===== src/rtl/rob_writeback_commit_pkg.sv =====
// rob_writeback_commit_pkg
//   Shared widths and the completion-buffer entry record for the
//   in-order writeback/commit buffer.
package rob_writeback_commit_pkg;

    localparam int WORD_SIZE       = 32;
    localparam int INSTR_TYPE_SZ   = 2;
    localparam int ROB_ENTRY_WITDH = 3;
    localparam int REG_ADDR_SZ     = 5;
    localparam int DEPTH           = 2 ** ROB_ENTRY_WITDH;

    typedef struct packed {
        logic                     busy;
        logic                     done;
        logic [INSTR_TYPE_SZ-1:0] instr_type;
        logic [WORD_SIZE-1:0]     pc;
        logic [REG_ADDR_SZ-1:0]   rd;
        logic [WORD_SIZE-1:0]     result;
    } rob_entry_t;

endpackage


===== src/rtl/rob_writeback_commit_ptr_ctrl.sv =====
// rob_ptr_ctrl
//   Head/tail/count bookkeeping for the completion buffer.
//   Ports:
//     clk, reset        clock, async active-low reset
//     flush             synchronous clear of all pointers
//     alloc_fire        an entry is allocated at this edge
//     commit_fire       the head entry retires at this edge
//     head, tail        retire / allocate pointers (natural wrap)
//     count             occupancy, 0..DEPTH
//     full, empty       occupancy flags
module rob_ptr_ctrl #(
    parameter int PTR_W = 3
) (
    input  logic             clk,
    input  logic             reset,
    input  logic             flush,
    input  logic             alloc_fire,
    input  logic             commit_fire,
    output logic [PTR_W-1:0] head,
    output logic [PTR_W-1:0] tail,
    output logic [PTR_W:0]   count,
    output logic             full,
    output logic             empty
);

    localparam int CNT_W = PTR_W + 1;

    always_ff @(posedge clk or negedge reset) begin
        if (!reset) begin
            head  <= '0;
            tail  <= '0;
            count <= '0;
        end else if (flush) begin
            head  <= '0;
            tail  <= '0;
            count <= '0;
        end else begin
            // Pointers are exactly PTR_W bits, so +1 wraps DEPTH-1 -> 0.
            if (commit_fire) head <= head + PTR_W'(1);
            if (alloc_fire)  tail <= tail + PTR_W'(1);
            case ({alloc_fire, commit_fire})
                2'b10:   count <= count + CNT_W'(1);
                2'b01:   count <= count - CNT_W'(1);
                default: count <= count;
            endcase
        end
    end

    assign full  = (count == CNT_W'(2 ** PTR_W));
    assign empty = (count == '0);

endmodule


===== src/rtl/rob_writeback_commit.sv =====
// rob_writeback_commit
//   In-order completion buffer sitting at the consumer end of the M5->WB
//   writeback path. Issue allocates entries in order, writeback fills them
//   in any order, and entries retire in allocation order, at most one per
//   cycle, through a registered commit port.
//   Ports:
//     clk, reset               clock, async active-low reset
//     flush                    synchronous squash of every entry
//     alloc_*                  allocation request / grant (rob_id = tail)
//     wb_*                     writeback strobe, target id and result
//     commit_*                 registered retire port (valid is a 1-cycle strobe)
//     full, empty              occupancy flags
module rob_writeback_commit
    import rob_writeback_commit_pkg::*;
(
    input  logic                       clk,
    input  logic                       reset,
    input  logic                       flush,
    input  logic                       alloc_valid,
    input  logic [INSTR_TYPE_SZ-1:0]   alloc_instr_type,
    input  logic [WORD_SIZE-1:0]       alloc_pc,
    input  logic [REG_ADDR_SZ-1:0]     alloc_rd,
    output logic                       alloc_ready,
    output logic [ROB_ENTRY_WITDH-1:0] alloc_rob_id,
    input  logic                       wb_valid,
    input  logic [ROB_ENTRY_WITDH-1:0] wb_rob_id,
    input  logic [WORD_SIZE-1:0]       wb_result,
    output logic                       commit_valid,
    output logic [ROB_ENTRY_WITDH-1:0] commit_rob_id,
    output logic [INSTR_TYPE_SZ-1:0]   commit_instr_type,
    output logic [WORD_SIZE-1:0]       commit_pc,
    output logic [REG_ADDR_SZ-1:0]     commit_rd,
    output logic [WORD_SIZE-1:0]       commit_result,
    output logic                       full,
    output logic                       empty
);

    rob_entry_t                 entries [DEPTH];
    logic [ROB_ENTRY_WITDH-1:0] head;
    logic [ROB_ENTRY_WITDH-1:0] tail;
    logic [ROB_ENTRY_WITDH:0]   count;
    logic                       alloc_fire;
    logic                       commit_fire;
    logic                       wb_fire;

    rob_ptr_ctrl #(
        .PTR_W (ROB_ENTRY_WITDH)
    ) u_ptr (
        .clk         (clk),
        .reset       (reset),
        .flush       (flush),
        .alloc_fire  (alloc_fire),
        .commit_fire (commit_fire),
        .head        (head),
        .tail        (tail),
        .count       (count),
        .full        (full),
        .empty       (empty)
    );

    assign alloc_ready  = !full;
    assign alloc_rob_id = tail;
    assign alloc_fire   = alloc_valid && alloc_ready;

    // Done is only sampled from registered state, so a writeback to the
    // head in the same cycle retires one edge later (no bypass).
    assign commit_fire  = entries[head].busy && entries[head].done;

    // Writebacks to idle entries are dropped so stale results from
    // squashed instructions cannot resurrect a slot.
    assign wb_fire      = wb_valid && entries[wb_rob_id].busy;

    // Only the busy/done control bits are reset; payload fields are always
    // written before they are marked valid.
    always_ff @(posedge clk or negedge reset) begin
        if (!reset) begin
            for (int i = 0; i < DEPTH; i++) begin
                entries[i].busy <= 1'b0;
                entries[i].done <= 1'b0;
            end
        end else if (flush) begin
            for (int i = 0; i < DEPTH; i++) begin
                entries[i].busy <= 1'b0;
                entries[i].done <= 1'b0;
            end
        end else begin
            if (commit_fire) begin
                entries[head].busy <= 1'b0;
            end
            // Allocation never targets the head while it is busy: that
            // would require a full buffer, where alloc_ready is low.
            if (alloc_fire) begin
                entries[tail].busy       <= 1'b1;
                entries[tail].done       <= 1'b0;
                entries[tail].instr_type <= alloc_instr_type;
                entries[tail].pc         <= alloc_pc;
                entries[tail].rd         <= alloc_rd;
            end
            if (wb_fire) begin
                entries[wb_rob_id].done   <= 1'b1;
                entries[wb_rob_id].result <= wb_result;
            end
        end
    end

    always_ff @(posedge clk or negedge reset) begin
        if (!reset) begin
            commit_valid      <= 1'b0;
            commit_rob_id     <= '0;
            commit_instr_type <= '0;
            commit_pc         <= '0;
            commit_rd         <= '0;
            commit_result     <= '0;
        end else if (flush) begin
            commit_valid <= 1'b0;
        end else if (commit_fire) begin
            commit_valid      <= 1'b1;
            commit_rob_id     <= head;
            commit_instr_type <= entries[head].instr_type;
            commit_pc         <= entries[head].pc;
            commit_rd         <= entries[head].rd;
            commit_result     <= entries[head].result;
        end else begin
            // Payload holds its last retired value; only the strobe drops.
            commit_valid <= 1'b0;
        end
    end

endmodule

===== config.mk =====
export PLATFORM = sky130hd
export DESIGN_NAME = rob_writeback_commit
export DESIGN_NICKNAME = d
export VERILOG_FILES = /design/src/rtl/rob_writeback_commit_pkg.sv /design/src/rtl/rob_writeback_commit_ptr_ctrl.sv /design/src/rtl/rob_writeback_commit.sv
export SDC_FILE = /design/constraint.sdc
export NUM_CORES = 1
export LEC_CHECK = 0
export ABC_AREA = 1
export CAP_MARGIN = 20
export CELL_PAD_IN_SITES_DETAIL_PLACEMENT = 1
export CELL_PAD_IN_SITES_GLOBAL_PLACEMENT = 2
export CORE_ASPECT_RATIO = 0.9
export CORE_MARGIN = 2
export CORE_UTILIZATION = 37
export CTS_CLUSTER_SIZE = 24
export DETAILED_ROUTE_END_ITERATION = 8
export PLACE_DENSITY = 0.71
export SLEW_MARGIN = 20
export SYNTH_ARGS = -nofsm -noshare
export SYNTH_HDL_FRONTEND = slang
export SYNTH_SLANG_ARGS = --single-unit
export TNS_END_PERCENT = 10

===== constraint.sdc =====
create_clock -name clk -period 3.1 [get_ports clk]
set_input_delay 0.62 -clock clk [delete_from_list [all_inputs] [get_ports clk]]
set_output_delay 0.62 -clock clk [all_outputs]
set_load 0.02 [all_outputs]

==> metrics, run 1 <==
Sink Count around 670; LEAKAGE around 11 nW; Synth Warn # 0; R2R Path Start u_ptr.head[0]$_DFFE_PN0P_; final WL between 70000 and 80000 um; sw frac a little over a fifth; cell count after synthesis just over 2000; VDD IR-drop max around 0.00041 V; initial antenna violation count 2; share of layout cells above drive strength 1 about a tenth; Max Used Layer met5; DRT iter0 DRCs around 1200; nets about 2300; die height around 260 um; initial core utilization a little under two fifths; largest family of logic cells by synthesized area simple AND/OR/NAND/NOR gates; CTS tree built; fin crit share about 85%; clock buffer depth 3; Filler cells between 7000 and 8000; Flop pwr share just over 50%; post-synthesis adder-cell area fraction less than 1%; Metal-1 WL ~34000 um; die width between 200 and 300 um; Synth Area in Compound Gates 7.21%; Worst Hold Class in2async; CP startpoint u_ptr.count[3]$_DFFE_PN0P_; cell area after synthesis around 26000 um2; Simple-Gate Fraction of Synth Area 13.6%; status completed; H-tree depth 3; final number of setup-violating endpoints 0; antenna cell count 0; fin worst setup slack 0.474 ns; Worst-path clk slew approximately 0.060 ns; DR pass1 iterations 5; Total Power 19.0 mW; Rel. slew slack 47.7%; Worst setup EP type output port; GPL Wtd Cong 0.788; first-pass GRT wire length 117000 um; Via density about 5.2; Final Hold Fails 0; Distinct cells, synth 38; Yosys reg bits 669; Finished Core Util between 40 and 50%; Overall Global Routing Usage between 20% and 30%; Clock Skew ~0.02 ns; Layout area overhead 22.2%; critical path class reg2out; Synth Net Count ~2100; Skew-Pair Late Insertion Delay approximately 0.64 ns; I/O pin count between 150 and 200; RSZ-0062 raised after global routing no; most common cell after layout, fill and taps aside edfxtp_1; vias in the first global route 18200; WP data required approximately 2.5 ns; met3 routed WL roughly 2800 um; I/O Buffers 159; largest net degree at the start of global routing 72; Syn Area/Cell 12.8 um2; Synth Area in XOR/XNOR less than 1%; Slew Limit Fails 0; Clk pwr share 45.2%; Max Cap Violations 0; drt wl/cell 24.0 um; die area around 72000 um2; Comb power frac just over 3%; PD cells between 500 and 600 nW/um2; routed wl met2 39000 um; floorplan core area 69800 um2; gr ovfl total 0; net load switching power just over 4 mW; DRC errors left 0; mux cell area share after synthesis 0%; Seq/Total Area, Yosys about three quarters; via count between 15000 and 20000; clock buffers created by TritonCTS between 70 and 80; Data arrival, critical path between 2 and 2.5 ns; Rows 92; minimum clock period ~2.6 ns; register area around 20000 um2; HPWL after detailed placement around 45000 um; clk root buf clkbuf_16; commonest cells after routing, fill and taps aside edfxtp_1 (568), nand2_1 (479), nor2_1 (281), clkdlybuf4s50_1 (158), inv_1 (102); antenna-violating nets left 0; multi-input logic area 5640 um2; f_max between 300 and 400 MHz; postcts setup bufs 0; Int Power around 15 mW; CP Launch Type flip-flop; pre-CTS setup slack between 0.2 and 0.3 ns; critical path fanouts, max 5; worst slew pin tran just under 0.8 ns
## path summary, 6_finish.rpt
kind                                                       to  slack (ns)  cells after the start
min in group clk                    commit_pc[19]$_DFFE_PN0P_        0.47                      2
max in group asynchronous       commit_result[22]$_DFFE_PN0P_        1.76                      3
worst max register to register     u_ptr.count[3]$_DFFE_PN0P_        0.57                     17
worst max-delay path                                    empty        0.47                      2
worst min-delay path                 commit_pc[4]$_DFFE_PN0P_        0.36                      2
worst min register to register      commit_pc[19]$_DFFE_PN0P_        0.47                      2
## sequential cells by signal, summed over array words and instances, names as in the netlist
name and cells:
entries 584, commit_pc 32, commit_result 32, commit_rd 5
u_ptr.count 4, commit_rob_id 3, u_ptr.head 3, u_ptr.tail 3
commit_instr_type 2, commit_valid 1
## power by group through the flow
| stage | combinational (mW) | clock, mW | sequential, mW |
|---|---|---|---|
| 6_report | 0.593 | 8.61 | 9.84 |
| 5_1_grt | 0.649 | 9.10 | 9.85 |
| 4_1_cts | 0.604 | 8.81 | 9.84 |
| 3_5_place_dp | 0.599 | 0 | 10.0 |
| 3_3_place_gp | 0.586 | 0 | 10.0 |
| 2_1_floorplan | 0.174 | 0 | 10.1 |
## through the flow
stage	TNS [ns]	cell area (um2)	hold slack [ns]	std cells
finish	0	31800	0.359	3238
detailed placement	0	29400	0.424	3100
global route	0	31800	0.350	3238
CTS	0	31800	0.332	3238
floorplan	-101.63	26000	0.324	2029
global placement	0	29400	0.426	3100
## worst max-delay path, cell delays in order (launching register included)
cell             delay (ns)
dfrtp_1                0.44
nor4_1                 0.29
clkdlybuf4s50_1        0.65
## metal layers
metal  vias to the layer above  track usage (%)
met4                         4             6.19
li1                       7630                -
met2                       347             37.7
met5                         -                0
met3                       123             2.92
met1                      8869             28.1
## layout make-up
| class | count | share of cell area, % |
|---|---|---|
| inverter | 114 | 1.37 |
| clock inverter | 37 | 1.01 |
| clock buffer | 100 | 6.42 |
| timing repair buffer | 234 | 8.13 |
| multi-input combinational | 1144 | 17.8 |
| sequential | 669 | 61.6 |
| tap | 940 | 3.70 |
## repair_timing
action / 4_1_cts / 5_1_grt
resized for setup: 0 / 0
hold buffers: 1 / 0
hold endpoints to repair: 2 / 0
## cell families after synthesis
group                    Yosys count
adder cells (fa/ha/maj)            4
XOR/XNOR                           2
flip-flops                       669
buffers and inverters            216
AND/OR/NAND/NOR                  881
AO/OA/AOI/OAI                    257
## synthesized netlist by cell type, drive strengths merged
| library cell | n | area (um2) |
|---|---|---|
| o2bb2ai | 5 | 43.8 |
| o21a | 14 | 105 |
| nor4 | 1 | 6.26 |
| clkbuf | 32 | 120 |
| dfrtp | 101 | 2530 |
| a32o | 1 | 10.0 |
| a22oi | 77 | 578 |
| a21o | 2 | 15.0 |
| a221oi | 63 | 552 |
| xnor2 | 1 | 8.76 |
| nand3 | 23 | 115 |
| a31oi | 2 | 12.5 |
| edfxtp | 568 | 17100 |
| xor2 | 1 | 8.76 |
| inv | 114 | 428 |
| a22o | 20 | 175 |
| nand4 | 64 | 400 |
| o22ai | 4 | 25.0 |
| o21ai | 31 | 155 |
| nor3 | 1 | 5.00 |
| nor2 | 303 | 1170 |
| nand3b | 1 | 7.51 |
| a21boi | 1 | 7.51 |
| a211oi | 1 | 7.51 |
| o31ai | 2 | 15.0 |
| nand2 | 488 | 1840 |
| ha | 4 | 50.1 |
| a21oi | 34 | 174 |
| buf | 70 | 385 |
No activity file was read; power rests on OpenSTA's default activity.
==> run 2, diff against run 1 <==
- clock period: 3.1 -> 2.4 ns (I/O delays scaled with it)
==> metrics, run 2 (synthesized netlist as in run 1, its figures left out) <==
most used cell, CP nand2_1; WP data required 2.90 ns (was 2.48 ns); max incr delay on CP 0.36 ns (was 0.65 ns); status completed (unchanged); RSZ-0062 raised after global routing yes (was no); GPL Wtd Cong 0.783 (was 0.788); minimum clock period ~2.3 ns; initial antenna violation count 2 (unchanged); final WL 78500 um (was 77700 um); gr ovfl total 0 (unchanged); share of layout cells above drive strength 1 11.9% (was 9.88%); Final Hold Fails 0 (unchanged); PD cells 753 nW/um2 (was 599 nW/um2); Skew-Pair Late Insertion Delay 0.63 ns (was 0.64 ns); H-tree depth 3 (unchanged); Filler cells 7171 (was 7224); biggest registers after layout entries (584), commit_pc (32), commit_result (32) (unchanged); f_max about 440 MHz; DP Area 30100 um2 (was 29400 um2); LEAKAGE 11.7 nW (was 11.4 nW); I/O Buffers 159 (unchanged); first-pass GRT wire length 119000 um (was 117000 um); design area 32400 um2 (was 31800 um2); Hold Path Stages 2; nets 2374 (was 2320); worst-path cell chain buf_4 -> nand2_1 -> nand3_1 -> nand2_1 -> nor2_2 -> nor2_8 -> nand2_1 -> inv_2 -> ha_1 -> nand2_1 -> inv_1 -> nand3_1 -> nand2_1 -> nand2_1 -> nand3_1 -> nand2_1 (was nor4_1 -> clkdlybuf4s50_1); postcts setup bufs 0 (unchanged); floorplan core area 69800 um2 (unchanged); Worst-path clk slew 0.06 ns (about the same); critical path class reg2reg (was reg2out); CTS tree built (unchanged); DRC errors left 0 (unchanged); Sink Count 669 (unchanged); largest register by flop count entries (unchanged); Max Cap Violations 0 (unchanged); Layout area overhead 24.7% (was 22.2%); clock buffers created by TritonCTS 74 (unchanged); Rows 92 (unchanged); Clock Skew 0.0218 ns (was 0.0203 ns); Rel. slew slack 55.3% (was 47.7%); Slew Limit Fails 0 (unchanged); Via density 5.26 (was 5.24); die area 72400 um2 (unchanged); commonest cells after routing, fill and taps aside edfxtp_1 (568), nand2_1 (479), nor2_1 (278), clkdlybuf4s50_1 (155), inv_1 (102) (was edfxtp_1 (568), nand2_1 (479), nor2_1 (281), clkdlybuf4s50_1 (158), inv_1 (102)); VDD IR-drop max 0.000460 V (was 0.000414 V); via count 17300 (was 17000); Worst Hold Class reg2reg (was in2async); Worst Reg-to-Reg Cells 16 (was 17); CP Launch Type flip-flop (unchanged); fin crit share around 94%; DR pass1 iterations 5 (unchanged); die height 255 um (unchanged); Total Power 24.4 mW (was 19.0 mW); clock buffer depth 3 (unchanged); Slowest cell on crit path dfrtp_1 (was clkdlybuf4s50_1); Largest register FFs 584 (unchanged); DRT iter0 DRCs 1203 (was 1238); CP Depth 16 (was 2); drt wl/cell 23.9 um (was 24.0 um); final number of setup-violating endpoints 0 (unchanged); largest net degree at the start of global routing 102 (was 72); die width 283 um (unchanged); clk root buf clkbuf_16 (unchanged); CP Buf/Inv Count 3 (was 1); initial core utilization 37.3% (unchanged); Worst setup EP type flip-flop (was output port); I/O pin count 160 (unchanged); Overall Global Routing Usage 21.8% (was 21.6%); CP top delay family simple AND/OR/NAND/NOR gates (was buffers and inverters); Data arrival, critical path 2.75 ns (was 2.01 ns); critical path fanouts, max 15 (was 5); most common cell after layout, fill and taps aside edfxtp_1 (unchanged); worst slew pin tran 0.670 ns (was 0.785 ns); HPWL after detailed placement 48300 um (was 45000 um); vias in the first global route 18700 (was 18200); antenna-violating nets left 0 (unchanged)
run 2: worst min-delay path, delay by kind of cell, from the launching register on:
family | cells | cell delay [ns]
flip-flops | 1 | 0.34
AND/OR/NAND/NOR | 2 | 0.10
run 2: power by group:
part           switching, mW  internal (mW)  total [mW]
sequential            0.0566           12.7        12.7
clock                   4.65           6.26        10.9
combinational          0.484          0.320       0.805
total                   5.19           19.2        24.4
run 2: area by class of cell:
cell class | count | area, um2 | share of cell area [%]
inverters | 114 | 438 | 1.35
repair buffers | 288 | 3270 | 10.1
multi-input cells | 1144 | 5650 | 17.4
diodes | 1 | 2.50 | 0.00772
well taps | 940 | 1180 | 3.63
flip-flops and latches | 669 | 19600 | 60.4
clock inverters | 40 | 343 | 1.06
clock buffers | 93 | 1960 | 6.05
run 2: metrics by stage:
step	utilization [%]	hold slack (ns)	std cells	setup slack (ns)	setup TNS (ns)
CTS	46.5	0.482	3288	0.0856	0
finish	46.5	0.476	3289	0.149	0
global placement	43.2	0.460	3154	-0.279	-108.70
floorplan	-	0.184	2029	-0.287	-159.34
global route	46.5	0.501	3288	-0.00672	-0.00672
detailed placement	43.2	0.466	3154	-0.267	-108.77
run 2: repair_timing:
action / 4_1_cts / 5_1_grt
endpoints found under the hold margin: 2 / 0
gates resized for setup: 3 / 5
endpoints found under the setup margin: 3 / 3
hold buffers: 1 / 0
run 2: layer usage:
layer  GRT usage, %  up-vias  share of wire (%)
met5              0        -              0.013
met4           5.97        2                2.3
met3           3.07      110                4.2
met2           37.9      376                 50
met1           28.6     9080                 44
li1               -     7729                  -
run 2: final timing paths:
kind                                            from                           end  slack, ns
max reg2reg                u_ptr.head[0]$_DFFE_PN0P_    u_ptr.count[3]$_DFFE_PN0P_       0.15
min                        commit_pc[22]$_DFFE_PN0P_     commit_pc[22]$_DFFE_PN0P_       0.48
max in group asynchronous                      reset  commit_result[5]$_DFFE_PN0P_       1.33
max                        u_ptr.head[0]$_DFFE_PN0P_    u_ptr.count[3]$_DFFE_PN0P_       0.15
min in group asynchronous                      reset      commit_pc[5]$_DFFE_PN0P_       0.54
min reg2reg                commit_pc[22]$_DFFE_PN0P_     commit_pc[22]$_DFFE_PN0P_       0.48
==> run 3, diff against run 2 <==
- ABC_AREA: 1 -> 0
- CORE_UTILIZATION: 37 -> 40
- PLACE_DENSITY: 0.71 -> 0.72
- SETUP_SLACK_MARGIN: unset -> 0.1
==> metrics, run 3 <==
status complete, but fails checks (was completed); commonest cells after routing, fill and taps aside edfxtp_1 (568), and2_1 (259), clkdlybuf4s50_1 (149), buf_4 (123), dfrtp_1 (97) (was edfxtp_1 (568), nand2_1 (479), nor2_1 (278), clkdlybuf4s50_1 (155), inv_1 (102)); clock buffers created by TritonCTS 72 (was 74); R2R Path Start u_ptr.head[2]$_DFFE_PN0P_ (was u_ptr.head[0]$_DFFE_PN0P_); reg2reg setup slack -0.22 ns (was 0.15 ns); initial antenna violation count 5 (was 2); Commonest cells post-synth edfxtp_1 (568), and2_1 (260), mux2_2 (104), dfrtp_1 (101), nand2_1 (83) (was edfxtp_1 (568), nand2_1 (487), nor2_1 (298), inv_1 (103), dfrtp_1 (101)); Worst-path clk slew 0.06 ns (about the same); Synth Warn # 0 (unchanged); Seq/Total Area, Yosys 71.5% (was 75.3%); CP Buf/Inv Count 6 (was 3); nets 2125 (was 2374); drt wl/cell 26.9 um (was 23.9 um); fin worst setup slack -0.217 ns (was 0.149 ns); antenna-violating nets left 0 (unchanged); clk root buf clkbuf_16 (unchanged); Metal-1 WL 34500 um (was 34300 um); Yosys reg bits 669 (unchanged); biggest registers after layout entries (584), commit_pc (32), commit_result (32) (unchanged); final WL 80100 um (was 78500 um); via count 16800 (was 17300); sw frac 21.1% (was 21.3%); H-tree depth 3 (unchanged); critical path class reg2reg (unchanged); worst slew pin tran 0.843 ns (was 0.670 ns); cell count after synthesis 1728 (was 2029); Setup TNS Final -9.90 ns (was 0 ns); Synth Area in XOR/XNOR 0.128% (was 0.0674%); max incr delay on CP 0.52 ns (was 0.36 ns); DRC errors left 0 (unchanged); Synth area leader edfxtp_1 (unchanged); net load switching power 5.19 mW (about the same); Non-Filler Instances 2977 (was 3289); fin crit share 109% (was 93.8%); Synth Area in Compound Gates 7.53% (was 7.21%); Layout area overhead 26.6% (was 24.7%); mux cell area share after synthesis 9.90% (was 0%); cell area after synthesis 27400 um2 (was 26000 um2); first-pass GRT wire length 120000 um (was 119000 um); asr flop ratio synth 15.1% (unchanged); WP data required 2.91 ns (was 2.90 ns); PD cells 709 nW/um2 (was 753 nW/um2); register area 19600 um2 (about the same); Int Power 19.4 mW (was 19.2 mW); Rel. slew slack 43.8% (was 55.3%); vias in the first global route 18000 (was 18700); Clk pwr share 44.9% (was 44.7%); Worst Hold Class in2async (was reg2reg); HPWL after detailed placement 49600 um (was 48300 um); Syn Area/Cell 15.8 um2 (was 12.8 um2); number of synthesized flops with an enable pin 568 (unchanged); Max Used Layer met5 (unchanged); die height 252 um (was 255 um); routed wl met2 40000 um (was 39100 um); die width 280 um (was 283 um); Data arrival, critical path 3.12 ns (was 2.75 ns); CP Launch Type flip-flop (unchanged); Overall Global Routing Usage 23.1% (was 21.8%); main flop type after synthesis edfxtp_1 (unchanged); final number of setup-violating endpoints 74 (was 0); Placed Instances 2822 (was 3154); Largest register FFs 584 (unchanged); VDD IR-drop max 0.000458 V (was 0.000460 V); I/O Buffers 159 (unchanged); Filler cells 6343 (was 7171); Final Hold Fails 0 (unchanged); I/O pin count 160 (unchanged); GPL Wtd Cong 0.827 (was 0.783); f_max 382 MHz (was 444 MHz); top post-synthesis cells by area edfxtp_1 (62%), dfrtp_1 (9.2%), and2_1 (5.9%) (was edfxtp_1 (66%), dfrtp_1 (9.7%), nand2_1 (7.0%)); most common cell after layout, fill and taps aside edfxtp_1 (unchanged); most common cell in the synthesized netlist edfxtp_1 (unchanged); largest register by flop count entries (unchanged); LEAKAGE 11.5 nW (was 11.7 nW); Max Cap Violations 0 (unchanged); clock buffer depth 3 (unchanged); initial core utilization 40.7% (was 37.3%); CP top delay family multiplexers (was simple AND/OR/NAND/NOR gates); Rows 90 (was 92); largest net degree at the start of global routing 78 (was 102); reg-to-reg critical path endpoint commit_rob_id[2]$_DFFE_PN0P_ (was u_ptr.count[3]$_DFFE_PN0P_); gr ovfl total 0 (unchanged); worst-path cell chain inv_4 -> mux4_2 -> or2_4 -> buf_6 -> a21oi_4 -> buf_12 -> buf_12 -> buf_16 -> buf_8 -> mux2_2 (was buf_4 -> nand2_1 -> nand3_1 -> nand2_1 -> nor2_2 -> nor2_8 -> nand2_1 -> inv_2 -> ha_1 -> nand2_1 -> inv_1 -> nand3_1 -> nand2_1 -> nand2_1 -> nand3_1 -> nand2_1); Distinct cells, synth 53 (was 38); minimum clock period 2.62 ns (was 2.25 ns); RSZ-0062 raised after global routing yes (unchanged); share of layout cells above drive strength 1 25.1% (was 11.9%); DRT iter0 DRCs 1455 (was 1203); multi-input logic area 7710 um2 (was 5650 um2); Slowest cell on crit path mux4_2 (was dfrtp_1); Worst setup EP type flip-flop (unchanged); Skew-Pair Late Insertion Delay 0.64 ns (was 0.63 ns); Finished Core Util 51.5% (was 46.5%); floorplan core area 67300 um2 (was 69800 um2); met3 routed WL 3570 um (was 3280 um); Worst Reg-to-Reg Cells 10 (was 16); fraction of synthesized cell area taken by the top area cell type 62.3% (was 65.6%); Simple-Gate Fraction of Synth Area 8.79% (was 13.6%); Comb power frac 3.3% (about the same); Via density 5.64 (was 5.26); Flop pwr share 51.7% (was 52.0%); die area 70600 um2 (was 72400 um2); post-synthesis adder-cell area fraction 0.183% (was 0.192%); largest family of logic cells by synthesized area multiplexers (was simple AND/OR/NAND/NOR gates); failing checks setup timing; CTS tree built (unchanged); most used cell, CP buf_12 (was nand2_1); DR pass1 iterations 5 (unchanged); Slew Limit Fails 0 (unchanged); Sink Count 669 (unchanged); Clock Skew 0.0190 ns (was 0.0218 ns); Synth Net Count 1811 (was 2112); critical path fanouts, max 5 (was 15)
-- run 3: power by group through the flow --
stage                     registers (mW)  logic, mW  clock network (mW)
after floorplan                     13.0      0.192                   0
after global placement              12.9      0.782                   0
after detailed placement            13.0      0.807                   0
after CTS                           12.7      0.827                11.2
after global routing                12.7      0.880                11.6
final                               12.7      0.817                11.0
-- run 3: routing by layer --
| layer | up-vias | track usage [%] |
|---|---|---|
| met3 | 114 | 3.41 |
| met2 | 433 | 38.7 |
| met5 | - | 0 |
| li1 | 7312 | - |
| met4 | 4 | 7.04 |
| met1 | 8914 | 31.1 |
-- run 3: cell families after synthesis --
kind of cell | count (synthesis)
fa+ha+maj | 4
buf+inv | 125
simple gates | 435
mux | 203
flops | 669
xor+xnor | 4
compound gates | 288
-- run 3: timing repair --
| item | CTS | global route |
|---|---|---|
| setup endpoints to repair | 218 | 154 |
| pin swaps | 16 | 9 |
| buffers inserted | 15 | 2 |
| resized for setup | 90 | 16 |
| hold buffers | 0 | 0 |
| cloned | 2 | 0 |
-- run 3: cell type report --
type,instances,share of cell area [%]
clock buffers,98,5.72
well taps,874,3.16
clock inverters,36,1.01
repair buffers,357,11.2
diodes,1,0.00722
flip-flops and latches,669,56.5
multi-input cells,934,22.2
inverters,8,0.101
-- run 3: worst register-to-register path, cell delays in order, from the launching register on --
cell,delay [ns]
dfrtp_4,0.49
inv_4,0.08
mux4_2,0.52
or2_4,0.29
buf_6,0.13
a21oi_4,0.13
buf_12,0.13
buf_12,0.12
buf_16,0.16
buf_8,0.12
mux2_2,0.32
-- run 3: worst max-delay path by stage --
stage	endpoint	slack (ns)	start	cells past startpoint
6_report	commit_rob_id[2]$_DFFE_PN0P_	-0.22	u_ptr.head[2]$_DFFE_PN0P_	10
3_3_place_gp	entries[158]$_DFFE_PP_	-0.63	wb_rob_id[2]	6
4_1_cts	commit_rd[1]$_DFFE_PN0P_	-0.18	u_ptr.head[2]$_DFFE_PN0P_	10
3_5_place_dp	entries[164]$_DFFE_PP_	-0.71	wb_rob_id[2]	6
5_1_grt	commit_rob_id[2]$_DFFE_PN0P_	-0.25	u_ptr.head[2]$_DFFE_PN0P_	10
2_1_floorplan	u_ptr.count[3]$_DFFE_PN0P_	-0.19	u_ptr.head[2]$_DFFE_PN0P_	10
-- run 3: per-stage QoR --
stage / hold WS (ns) / total power, mW / instance area (um2) / setup slack (ns)
2_1_floorplan: 0.184 / 13.2 / 27600 / -0.192
3_3_place_gp: 0.469 / 13.7 / 31700 / -0.628
3_5_place_dp: 0.474 / 13.8 / 31700 / -0.710
4_1_cts: 0.0471 / 24.8 / 34500 / -0.176
5_1_grt: 0.0785 / 25.2 / 34700 / -0.247
6_report: 0.0419 / 24.6 / 34700 / -0.217
